--- src/rtl/rr_mux_n.sv ---
// rr_mux_n: N-channel registered mux with fixed-select and round-robin modes.
// One output slot decouples producers from the consumer; in_ready is combinational.

module rr_mux_n_lane #(
    parameter int W    = 8,
    parameter int SELW = 3,
    parameter int ID   = 0
) (
    input  logic [SELW-1:0] gnt,
    input  logic            gnt_en,
    input  logic            load_ok,
    input  logic [W-1:0]    data,
    output logic            ready,
    output logic [W-1:0]    data_gated
);
    logic hit;

    assign hit        = gnt_en && (gnt == SELW'(ID));
    assign ready      = hit && load_ok;
    assign data_gated = hit ? data : '0;
endmodule

module rr_mux_n #(
    parameter int N    = 8,
    parameter int W    = 8,
    parameter int SELW = $clog2(N)
) (
    input  logic              clk,
    input  logic              rst,
    input  logic [N*W-1:0]    in,
    input  logic [N-1:0]      in_valid,
    output logic [N-1:0]      in_ready,
    input  logic              mode,
    input  logic [SELW-1:0]   sel,
    output logic [W-1:0]      out,
    output logic [SELW-1:0]   out_ch,
    output logic              out_valid,
    input  logic              out_ready
);
    logic                run;
    logic                load_ok;
    logic                gnt_en;
    logic                xfer;
    logic [SELW-1:0]     ptr;
    logic [SELW-1:0]     gnt;
    logic [N-1:0][W-1:0] gated;
    logic [W-1:0]        gnt_data;
    int                  idx;

    // run stays low until the first edge after reset so nothing loads on that edge
    assign load_ok = run && !rst && (!out_valid || out_ready);

    always_comb begin
        gnt    = '0;
        gnt_en = 1'b0;
        idx    = 0;
        if (!mode) begin
            gnt    = sel;
            gnt_en = ({1'b0, sel} < (SELW+1)'(N));
        end else begin
            // scan in reverse search order so the first valid channel after ptr wins
            for (int i = N-1; i >= 0; i--) begin
                idx = int'(ptr) + i;
                if (idx >= N) idx = idx - N;
                if (in_valid[idx]) begin
                    gnt    = SELW'(idx);
                    gnt_en = 1'b1;
                end
            end
        end
    end

    for (genvar k = 0; k < N; k++) begin : g_lane
        rr_mux_n_lane #(.W(W), .SELW(SELW), .ID(k)) u_lane (
            .gnt        (gnt),
            .gnt_en     (gnt_en),
            .load_ok    (load_ok),
            .data       (in[k*W +: W]),
            .ready      (in_ready[k]),
            .data_gated (gated[k])
        );
    end

    always_comb begin
        gnt_data = '0;
        for (int k = 0; k < N; k++) gnt_data = gnt_data | gated[k];
    end

    assign xfer = |(in_valid & in_ready);

    always_ff @(posedge clk or posedge rst) begin
        if (rst) begin
            out       <= '0;
            out_ch    <= '0;
            out_valid <= 1'b0;
            ptr       <= '0;
            run       <= 1'b0;
        end else begin
            run <= 1'b1;
            if (xfer) begin
                out       <= gnt_data;
                out_ch    <= gnt;
                out_valid <= 1'b1;
                if (mode) ptr <= (gnt == SELW'(N-1)) ? '0 : gnt + 1'b1;
            end else if (out_valid && out_ready) begin
                out_valid <= 1'b0;
            end
        end
    end
endmodule

--- config.mk ---
export PLATFORM = sky130hd
export DESIGN_NAME = rr_mux_n
export DESIGN_NICKNAME = d
export VERILOG_FILES = /design/src/rtl/rr_mux_n.sv
export SDC_FILE = /design/constraint.sdc
export NUM_CORES = 1
export LEC_CHECK = 0
export CELL_PAD_IN_SITES_DETAIL_PLACEMENT = 1
export CELL_PAD_IN_SITES_GLOBAL_PLACEMENT = 2
export CORE_ASPECT_RATIO = 1.25
export CORE_UTILIZATION = 25
export DETAILED_ROUTE_END_ITERATION = 6
export GPL_TIMING_DRIVEN = 0
export MAX_ROUTING_LAYER = met4
export PLACE_DENSITY_LB_ADDON = 0.1
export SYNTH_ARGS = -nofsm -noshare
export SYNTH_HDL_FRONTEND = slang
export SYNTH_SLANG_ARGS = --single-unit
--- constraint.sdc ---
create_clock -name clk -period 5.6 [get_ports clk]
set_clock_uncertainty 0.1 [all_clocks]
set_input_delay 1.12 -clock clk [delete_from_list [all_inputs] [get_ports clk]]
set_output_delay 1.12 -clock clk [all_outputs]
set_load 0.02 [all_outputs]
==> reports/qor.yml, run 1 <==
synth_seq_cells: 16
use_met3_pct: 3.41
worst_pin_slew_ns: 1.13
pin_count: 99
yosysWarnings: 0
worst_setup_path_end_kind: "primary output"
grt_antenna_before_repair: 0
fmax_ghz: 0.181
synth_top_family_by_area: "multiplexers"
dp_hpwl_um: 7490
drt_iter0_drc: 120
min_path_type: "reg2reg"
design_area_um2: 3980
vias: 2621
synth.distinct_cells: 52
grt-ovfl-total: 0
dieArea_um2: 10000
slew_viol_final: 0
fin_nets: 467
clock_sinks: 16
muxShareOfSynthArea_pct: 31.1
root_buffer: "clkbuf_16"
cp.arrival_ns: 4.29
syn_avg_cell_area_um2: 9.38
cpPeakStageDelay_ns: 0.50
synthSimpleGateAreaFrac_pct: 10.1
die_width_um: 89.7
critPathRequiredTime_ns: 4.38
gp_congestion: 0.797
htree_levels: 1
wl_per_cell_um: 19.4
dr.pass1.iters: 7
viasPerCell: 5.22
holdWs_ns: 0.415
area_growth_pct: 65.6
crit_fanout: 6
seq_area_frac_synth_pct: 16.7
use_met1_pct: 23.5
violations: "DRC"
final_common_cell: "clkdlybuf4s50_1"
cts_buffers: 3
num_antenna_cells: 0
crit_type: "in2out"
synthArstFlopShare_pct: 100
setup_viol: 0
slew_headroom_pct: 24.4
wl_um: 9740
crit_path_cell_trace: "clkdlybuf4s50_1, buf_6, mux2i_1, mux4_2, o21a_1, o211a_1, or4_4, a31oi_4, ha_4, ha_4, clkbuf_8, and3_1, buf_4, buf_4"
slowest_stage: "mux4_2"
synthFlopType: "dfrtp_1"
hold_buffers: 0
final_cell_mix: "clkdlybuf4s50_1 (83), buf_4 (30), mux2i_1 (29)"
drive_above_1_share_pct: 28.5
drc: 16
grt_pass1_vias: 2827
grt_max_degree: 17
final_antenna_net_count: 0
cts_tree: "yes"
fin_crit_ns: 5.51
placed_area_um2: 3540
maxCapViolations: 0
tns_ns: 0
coreArea_um2: 9220
grt_pass1_wl_um: 15300
status: "complete, but fails checks"
die_h_um: 112
p_leak_nw: 1.73
cp_num_buf_inv: 5
cp_top_family: "buffers and inverters"
hold_viol: 0
top_usage_layer: "met2"
start_util_pct: 26.0
grt_use_total_pct: 20.9
synth_fa_ha_area_share_pct: 4.17
synth_edf_count: 0
synthesis.area_um2: 2400
vdd_drop_max_mv: 0.203
finalCritPeriodShare_pct: 98.4
power_density_nw_per_um2: 552
grtUsageMet2_pct: 38.5
rows: 39
clk_latency_ns: 0.25
clk_pin_slew_ns: 0.05
final_core_util_pct: 43.1
port_buffers: 98
synth-compound-area-share_pct: 25.9
syn_nets: 343
startpoint_type: "primary input"
netlist_instances: 256
cts_buffer_depth: 2
synth_xor_area_share_pct: 1.09
==> layer usage <==
layer / routed length, µm / vias up
li1: - / 1231
met1: 3740 / 1305
met2: 5460 / 81
met3: 510 / 4
met4: 36 / 0
met5: 0 / -
==> flip-flops by register name (all words and copies together), names as in the netlist <==
| register | count |
|---|---|
| ptr | 3 |
| out_ch | 3 |
| out | 8 |
| out_valid | 1 |
| run | 1 |
==> cells in the mapped netlist, drive strengths merged (3+ instances only) <==
| library cell | instances | area [µm²] |
|---|---|---|
| a222oi | 16 | 160 |
| mux2 | 8 | 97.6 |
| nand3 | 3 | 15.0 |
| nand2 | 19 | 71.3 |
| o21a | 3 | 22.5 |
| a21oi | 11 | 66.3 |
| a31oi | 4 | 25.0 |
| o21ai | 5 | 25.0 |
| dfrtp | 16 | 400 |
| a22o | 8 | 70.1 |
| nor2b | 3 | 18.8 |
| mux2i | 29 | 290 |
| a211oi | 3 | 27.5 |
| mux4 | 16 | 360 |
| ha | 8 | 100 |
| inv | 20 | 75.1 |
| a22oi | 5 | 37.5 |
| clkbuf | 14 | 52.6 |
| buf | 18 | 130 |
| nor2 | 16 | 60.1 |
| and3 | 3 | 18.8 |
| o311ai | 3 | 43.8 |
==> power breakdown <==
group	leakage, nW	internal, mW	switching (mW)
registers	0.190	0.171	0.0353
logic	1.50	0.872	0.960
clock network	0.0442	0.109	0.0480
total	1.73	1.15	1.04
==> area by class of cell <==
cell class	instances	area, µm²
plain buffers	31	277
fillers	1040	5240
clock buffers	4	88.8
multi-input cells	188	1860
repair buffers	120	1120
flip-flops and latches	16	400
inverters	20	78.8
well taps	123	154
==> final timing paths <==
kind | from | to | slack, ns | depth (start not counted)
setup / recovery | in_valid[2] | in_ready[7] | 0.09 | 14
hold / removal | out_ch[1] | out_ch[1] | 0.42 | 1
setup reg to reg | ptr[0] | out[1] | 0.35 | 22
hold reg to reg | out_ch[1] | out_ch[1] | 0.42 | 1
max in group asynchronous | rst | ptr[2] | 3.76 | 2
min in group asynchronous | rst | run | 1.21 | 2
==> per-stage QoR <==
step / cells / power, mW / worst slack (ns)
3_5_place_dp: 477 / 1.85 / -1.55
3_3_place_gp: 477 / 1.84 / -1.50
4_1_cts: 492 / 2.15 / 0.0104
2_1_floorplan: 256 / 1.36 / 0.362
6_report: 502 / 2.19 / 0.0875
5_1_grt: 502 / 2.36 / -0.00638
==> kinds of logic after synthesis <==
kind of cell	count (synthesis)
adders and majority gates	8
DFF	16
xor gates and xnor gates	3
buffers and inverters	52
and+or+nand+nor	52
other	1
AOI/OAI and AO/OA	71
muxes	53
==> timing repair <==
| action | 4_1_cts | 5_1_grt |
|---|---|---|
| buffers inserted | 12 | 10 |
| setup endpoints to repair | 21 | 15 |
| cloned | 0 | 0 |
| gates resized for setup | 81 | 18 |
| pin swaps | 5 | 7 |
No activity file was read; power rests on OpenSTA's default activity.
==> run 2: changes to the inputs <==
==> config.mk (replaced) <==
export PLATFORM = sky130hd
export DESIGN_NAME = rr_mux_n
export DESIGN_NICKNAME = d
export VERILOG_FILES = /design/src/rtl/rr_mux_n.sv
export SDC_FILE = /design/constraint.sdc
export NUM_CORES = 1
export LEC_CHECK = 0
export CORE_ASPECT_RATIO = 1.25
export CORE_UTILIZATION = 38
export DETAILED_ROUTE_END_ITERATION = 6
export GPL_TIMING_DRIVEN = 0
export MAX_ROUTING_LAYER = met4
export PLACE_DENSITY = 0.72
export SYNTH_ARGS = -nofsm -noshare
export SYNTH_HDL_FRONTEND = slang
export SYNTH_SLANG_ARGS = --single-unit
==> run 2 against run 1 <==
The run now ends clean. Global-route usage is 4.6 points higher. Sequential power is 4% higher. Sequential share of layout area is 0.18 points higher. Total power is 3.3% lower. First-iteration DRC count is 89% higher. Die area is 34% lower. Count of clock-buffer cells in the layout stayed put. Utilization is 21 points higher. Hold slack better by 0.0093 ns. Cell count is 7.6% lower. Via count is 1.5% higher. Critical path depth is 3 higher.
==> reports/qor.yml, run 2 (synthesized netlist as in run 1, its figures left out) <==
top_usage_layer: "met2"
startpoint_type: "primary input"
final_antenna_net_count: 0  # unchanged
use_met1_pct: 28.4  # +4.9 points
use_met3_pct: 2.79  # -0.62 points
dieArea_um2: 6650  # -34%
status: "complete, no violations"
drc: 0  # -16
cpPeakStageDelay_ns: 0.51  # about the same
start_util_pct: 39.2  # +13 points
cts_buffer_depth: 2  # unchanged
wl_um: 8250  # -15%
dp.cells: 439  # -8.0%
crit_path_cell_trace: "clkdlybuf4s50_1, buf_6, mux2i_1, mux4_2, buf_4, nor2_1, o21ai_0, a221oi_2, o311ai_0, o21a_1, buf_4, ha_4, ha_4, clkbuf_8, and3_1, buf_4, buf_4"
critPathRequiredTime_ns: 4.38  # about the same
rows: 32  # -18%
num_antenna_cells: 0  # unchanged
dr.pass1.iters: 5  # -2
port_buffers: 98  # unchanged
cp.arrival_ns: 4.33  # +0.04 ns
cts_tree: "yes"
tns_ns: 0  # unchanged
finalCritPeriodShare_pct: 99.2  # +0.72 points
die_h_um: 90.9  # -19%
slowest_stage: "mux4_2"
crit_type: "in2out"
crit_fanout: 7  # +1
min_path_type: "reg2reg"
area_growth_pct: 62.8
fin_crit_ns: 5.55  # +0.0404 ns
finalPower_mw: 2.12  # -3.3%
die_width_um: 73.1  # -18%
htree_levels: 1  # unchanged
final_common_cell: "clkdlybuf4s50_1"
cts_buffers: 3  # unchanged
grt_pass1_vias: 2658  # -6.0%
grtUsageMet2_pct: 45.8  # +7.3 points
cp_common_cell: "buf_4"
layoutNonFillerInstCount: 464  # -7.6%
worst_pin_slew_ns: 1.19  # +0.0548 ns
reg_top3: "out x8, out_ch x3, ptr x3"
hold_buffers: 0  # unchanged
wl_per_cell_um: 17.8  # -8.4%
drive_above_1_share_pct: 27.7  # -0.79 points
clk_latency_ns: 0.24  # about the same
coreArea_um2: 6130  # -34%
top_register: "out"
fin_nets: 467  # unchanged
maxCapViolations: 0  # unchanged
slew_headroom_pct: 20.7  # -3.7 points
slew_viol_final: 0  # unchanged
grt-ovfl-total: 0  # unchanged
vdd_drop_max_mv: 0.233  # +15%
gp_congestion: 0.891  # +12%
fmax_ghz: 0.180  # -0.73%
grt_pass1_wl_um: 13000  # -15%
clock_sinks: 16  # unchanged
power_density_nw_per_um2: 543  # -1.6%
vias: 2661  # +1.5%
pin_count: 99  # unchanged
root_buffer: "clkbuf_8"
hold_viol: 0  # unchanged
viasPerCell: 5.73  # +9.8%
dp_slack_ns: -1.38  # +0.168 ns
grt_use_total_pct: 25.5  # +4.6 points
clk_pin_slew_ns: 0.06  # about the same
largest_reg_flops: 8  # unchanged
grt_antenna_before_repair: 0  # unchanged
setup_viol: 0  # unchanged
fin_ws_ns: 0.0470  # -0.0404 ns
p_leak_nw: 1.73  # -0.31%
final_cell_mix: "clkdlybuf4s50_1 (83), buf_4 (31), mux2i_1 (29)"
worst_setup_path_end_kind: "primary output"
dp_hpwl_um: 6240  # -17%
grt_max_degree: 17  # unchanged
drt_iter0_drc: 227  # +89%
[run 2: cell count changes in the layout (fill, tap and decap cells not counted), sizes merged]
cell	delta
clkdlybuf4s15	+2
dlymetal6s2s	+2
dlygate4sd2	-2
clkbuf	-2
[run 2: final timing paths]
path	from	to	slack, ns	cells past startpoint
max	in_valid[2]	in_ready[7]	0.05	17
min	out_ch[1]	out_ch[1]	0.42	1
max reg2reg	ptr[0]	out[4]	0.44	23
min reg2reg	out_ch[1]	out_ch[1]	0.42	1
max in group asynchronous	rst	ptr[0]	3.84	2
min in group asynchronous	rst	out[4]	1.17	2
[run 2: final cells by class]
class,instances,area (µm²)
Timing Repair Buffer,120,1140
Multi-Input combinational cell,188,1850
Tap cell,85,106
Fill cell,513,2220
Inverter,20,78.8
Clock buffer,4,55.1
Sequential cell,16,400
Buffer,31,275
[run 2: through the flow]
| stage | hold slack, ns | instance area (µm²) | utilization [%] |
|---|---|---|---|
| floorplan | 0.508 | 2400 | - |
| global placement | 0.402 | 3490 | 57.0 |
| detailed placement | 0.403 | 3490 | 57.0 |
| CTS | 0.433 | 3760 | 61.5 |
| global route | 0.443 | 3910 | 63.8 |
| finish | 0.424 | 3910 | 63.8 |
[run 2: worst max-delay path: cells and delay by family]
| kind | cells | cell delay, ns |
|---|---|---|
| buffers and inverters | 7 | 1.32 |
| AO/OA/AOI/OAI | 4 | 0.76 |
| multiplexers | 2 | 0.58 |
| adder cells (fa/ha/maj) | 2 | 0.32 |
| AND/OR/NAND/NOR | 2 | 0.22 |
[run 2: per-layer routing]
metal | vias to the layer above | share of wire, %
met2 | 149 | 54
li1 | 1230 | -
met5 | - | 0
met1 | 1256 | 37
met3 | 26 | 6.4
met4 | 0 | 3.2
[run 2: timing repair]
item,4_1_cts,5_1_grt
resized for setup,73,21
setup endpoints to repair,14,8
cloned,0,0
pin swaps,3,4
setup buffers,10,12
[run 2: report_power, final]
part	internal [mW]	total, mW	switching (mW)
clock network	0.0622	0.0996	0.0374
logic	0.881	1.81	0.928
registers	0.171	0.215	0.0437
total	1.11	2.12	1.01
==> run 3: changes to the inputs <==
--- a/config.mk
+++ b/config.mk
@@ -10,7 +10,7 @@
 export DETAILED_ROUTE_END_ITERATION = 6
 export GPL_TIMING_DRIVEN = 0
 export MAX_ROUTING_LAYER = met4
-export PLACE_DENSITY = 0.72
+export PLACE_DENSITY = 0.74
 export SYNTH_ARGS = -nofsm -noshare
 export SYNTH_HDL_FRONTEND = slang
 export SYNTH_SLANG_ARGS = --single-unit
==> run 3 against run 2 <==
First-iteration DRC count up 37%. Sequential power is essentially flat. Critical path depth fell by 3. Non-clock buffer count is 5 lower. Die area did not move. Routed wire length fell by 1.6%. Maximum frequency increased by 1.0%. Utilization is 1.7 points lower. Combinational power shrank 4%. Clock power is 16% lower. Critical path type unchanged. Critical endpoint unchanged. Largest power group unchanged.
==> reports/qor.yml, run 3 (synthesized netlist as in run 1, its figures left out) <==
htree_levels: 1  # unchanged
status: "complete, no violations"
power_density_nw_per_um2: 535  # -1.5%
root_buffer: "clkbuf_8"
dieArea_um2: 6650  # unchanged
min_path_type: "reg2reg"
clk_pin_slew_ns: 0.06  # about the same
dr.pass1.iters: 5  # unchanged
clock_sinks: 16  # unchanged
cts_buffers: 3  # unchanged
layoutNonFillerInstCount: 458  # -1.3%
fillCellCount: 525  # +2.3%
slew_viol_final: 0  # unchanged
critPathRequiredTime_ns: 4.38  # about the same
rows: 32  # unchanged
setup_viol: 0  # unchanged
area_growth_pct: 58.5
drt_iter0_drc: 310  # +37%
drc: 0  # unchanged
final_antenna_net_count: 0  # unchanged
fin_crit_ns: 5.50  # -0.0565 ns
grt_pass1_vias: 2734  # +2.9%
tns_ns: 0  # unchanged
reg_top3: "out x8, out_ch x3, ptr x3"
worst_setup_path_end_kind: "primary output"
largest_reg_flops: 8  # unchanged
p_leak_nw: 1.69  # -2.3%
grt_pass1_wl_um: 13100  # +0.96%
hold_viol: 0  # unchanged
crit_type: "in2out"
num_antenna_cells: 0  # unchanged
dp.cells: 439  # unchanged
grt-ovfl-total: 0  # unchanged
top_register: "out"
coreArea_um2: 6130  # unchanged
maxCapViolations: 0  # unchanged
vdd_drop_max_mv: 0.275  # +18%
worst_pin_slew_ns: 1.21  # +0.0189 ns
wl_um: 8120  # -1.6%
cts_buffer_depth: 2  # unchanged
final_core_util_pct: 62.2  # -1.7 points
slew_headroom_pct: 19.5  # -1.3 points
final_common_cell: "clkdlybuf4s50_1"
die_width_um: 73.1  # unchanged
gp_congestion: 0.902  # +1.3%
pin_count: 99  # unchanged
drive_above_1_share_pct: 26.0  # -1.7 points
dp_hpwl_um: 6170  # -1.1%
crit_fanout: 10  # +3
cp.arrival_ns: 4.28  # -0.05 ns
vias: 2679  # +0.68%
die_h_um: 90.9  # unchanged
fmax_ghz: 0.182  # +1.0%
grt_max_degree: 17  # unchanged
grt_setup_unrepaired: "false"
wl_per_cell_um: 17.7  # -0.27%
start_util_pct: 39.2  # unchanged
finalPower_mw: 2.04  # -4.0%
fin_nets: 462  # -1.1%
port_buffers: 98  # unchanged
viasPerCell: 5.85  # +2.0%
finalCritPeriodShare_pct: 98.2  # -1.0 points
cts_tree: "yes"
grt_antenna_before_repair: 0  # unchanged
grt_use_total_pct: 26.0  # +0.45 points
startpoint_type: "primary input"
clk_latency_ns: 0.24  # about the same
final_cell_mix: "clkdlybuf4s50_1 (82), mux2i_1 (29), buf_4 (24)"
holdWs_ns: 0.409  # -0.0151 ns
## run 3: cell count changes in the layout (fill, tap and decap cells not counted), moves of 2 or more
cell           delta
dlygate4sd2_1     +2
buf_4             -7
ha_4              -3
buf_2             +3
ha_2              +3
## run 3: metrics by stage
step,instance area (µm²),worst slack (ns)
global placement,3490,-1.31
CTS,3690,-0.00538
global route,3810,0.0391
finish,3810,0.104
floorplan,2400,0.362
detailed placement,3490,-1.34
## run 3: repair_timing
item | CTS | global route
endpoints found under the setup margin | 11 | 8
gates resized for setup | 74 | 18
pin swaps | 3 | 2
hold buffers | 0 | 0
gates cloned | 0 | 1
setup buffers | 7 | 9
## run 3: worst paths after layout
kind / startpoint / endpoint / slack (ns) / cells after the start
max: in_valid[5] / in_ready[7] / 0.10 / 14
min: out_ch[0] / out_ch[0] / 0.41 / 1
max reg2reg: ptr[1] / out[3] / 0.50 / 20
min reg2reg: out_ch[0] / out_ch[0] / 0.41 / 1
max in group asynchronous: rst / out[3] / 3.84 / 2
min in group asynchronous: rst / out[2] / 1.17 / 2
## run 3: report_power, final
group	total, mW	internal [mW]	leakage, nW	switching, mW
logic	1.74	0.851	1.47	0.889
clock network	0.0835	0.0476	0.0216	0.0359
registers	0.214	0.171	0.190	0.0435
total	2.04	1.07	1.69	0.968
## run 3: area by class of cell
| type | count | area [µm²] | share of cell area (%) |
|---|---|---|---|
| Multi-Input combinational cell | 188 | 1810 | 47.6 |
| Timing Repair Buffer | 115 | 1090 | 28.6 |
| Sequential cell | 16 | 400 | 10.5 |
| Buffer | 31 | 279 | 7.33 |
| Tap cell | 85 | 106 | 2.79 |
| Inverter | 20 | 78.8 | 2.07 |
| Clock buffer | 3 | 41.3 | 1.08 |
## run 3: critical path, stage by stage
cell and delay, ns:
dlygate4sd2_1 0.26, clkbuf_8 0.17, mux4_2 0.50, and2_4 0.18
o21a_1 0.16, o211a_1 0.23, or4_4 0.49, a31oi_4 0.27
ha_4 0.19, ha_2 0.18, clkbuf_8 0.13, and3_1 0.15
buf_4 0.12, buf_4 0.13
## run 3: layer usage
layer	vias to the layer above	wire length [µm]	global-route usage (%)
met2	166	4350	47.3
met4	0	214	6.37
met3	26	565	2.68
met1	1274	2980	29.6
li1	1213	-	-
met5	-	0	-
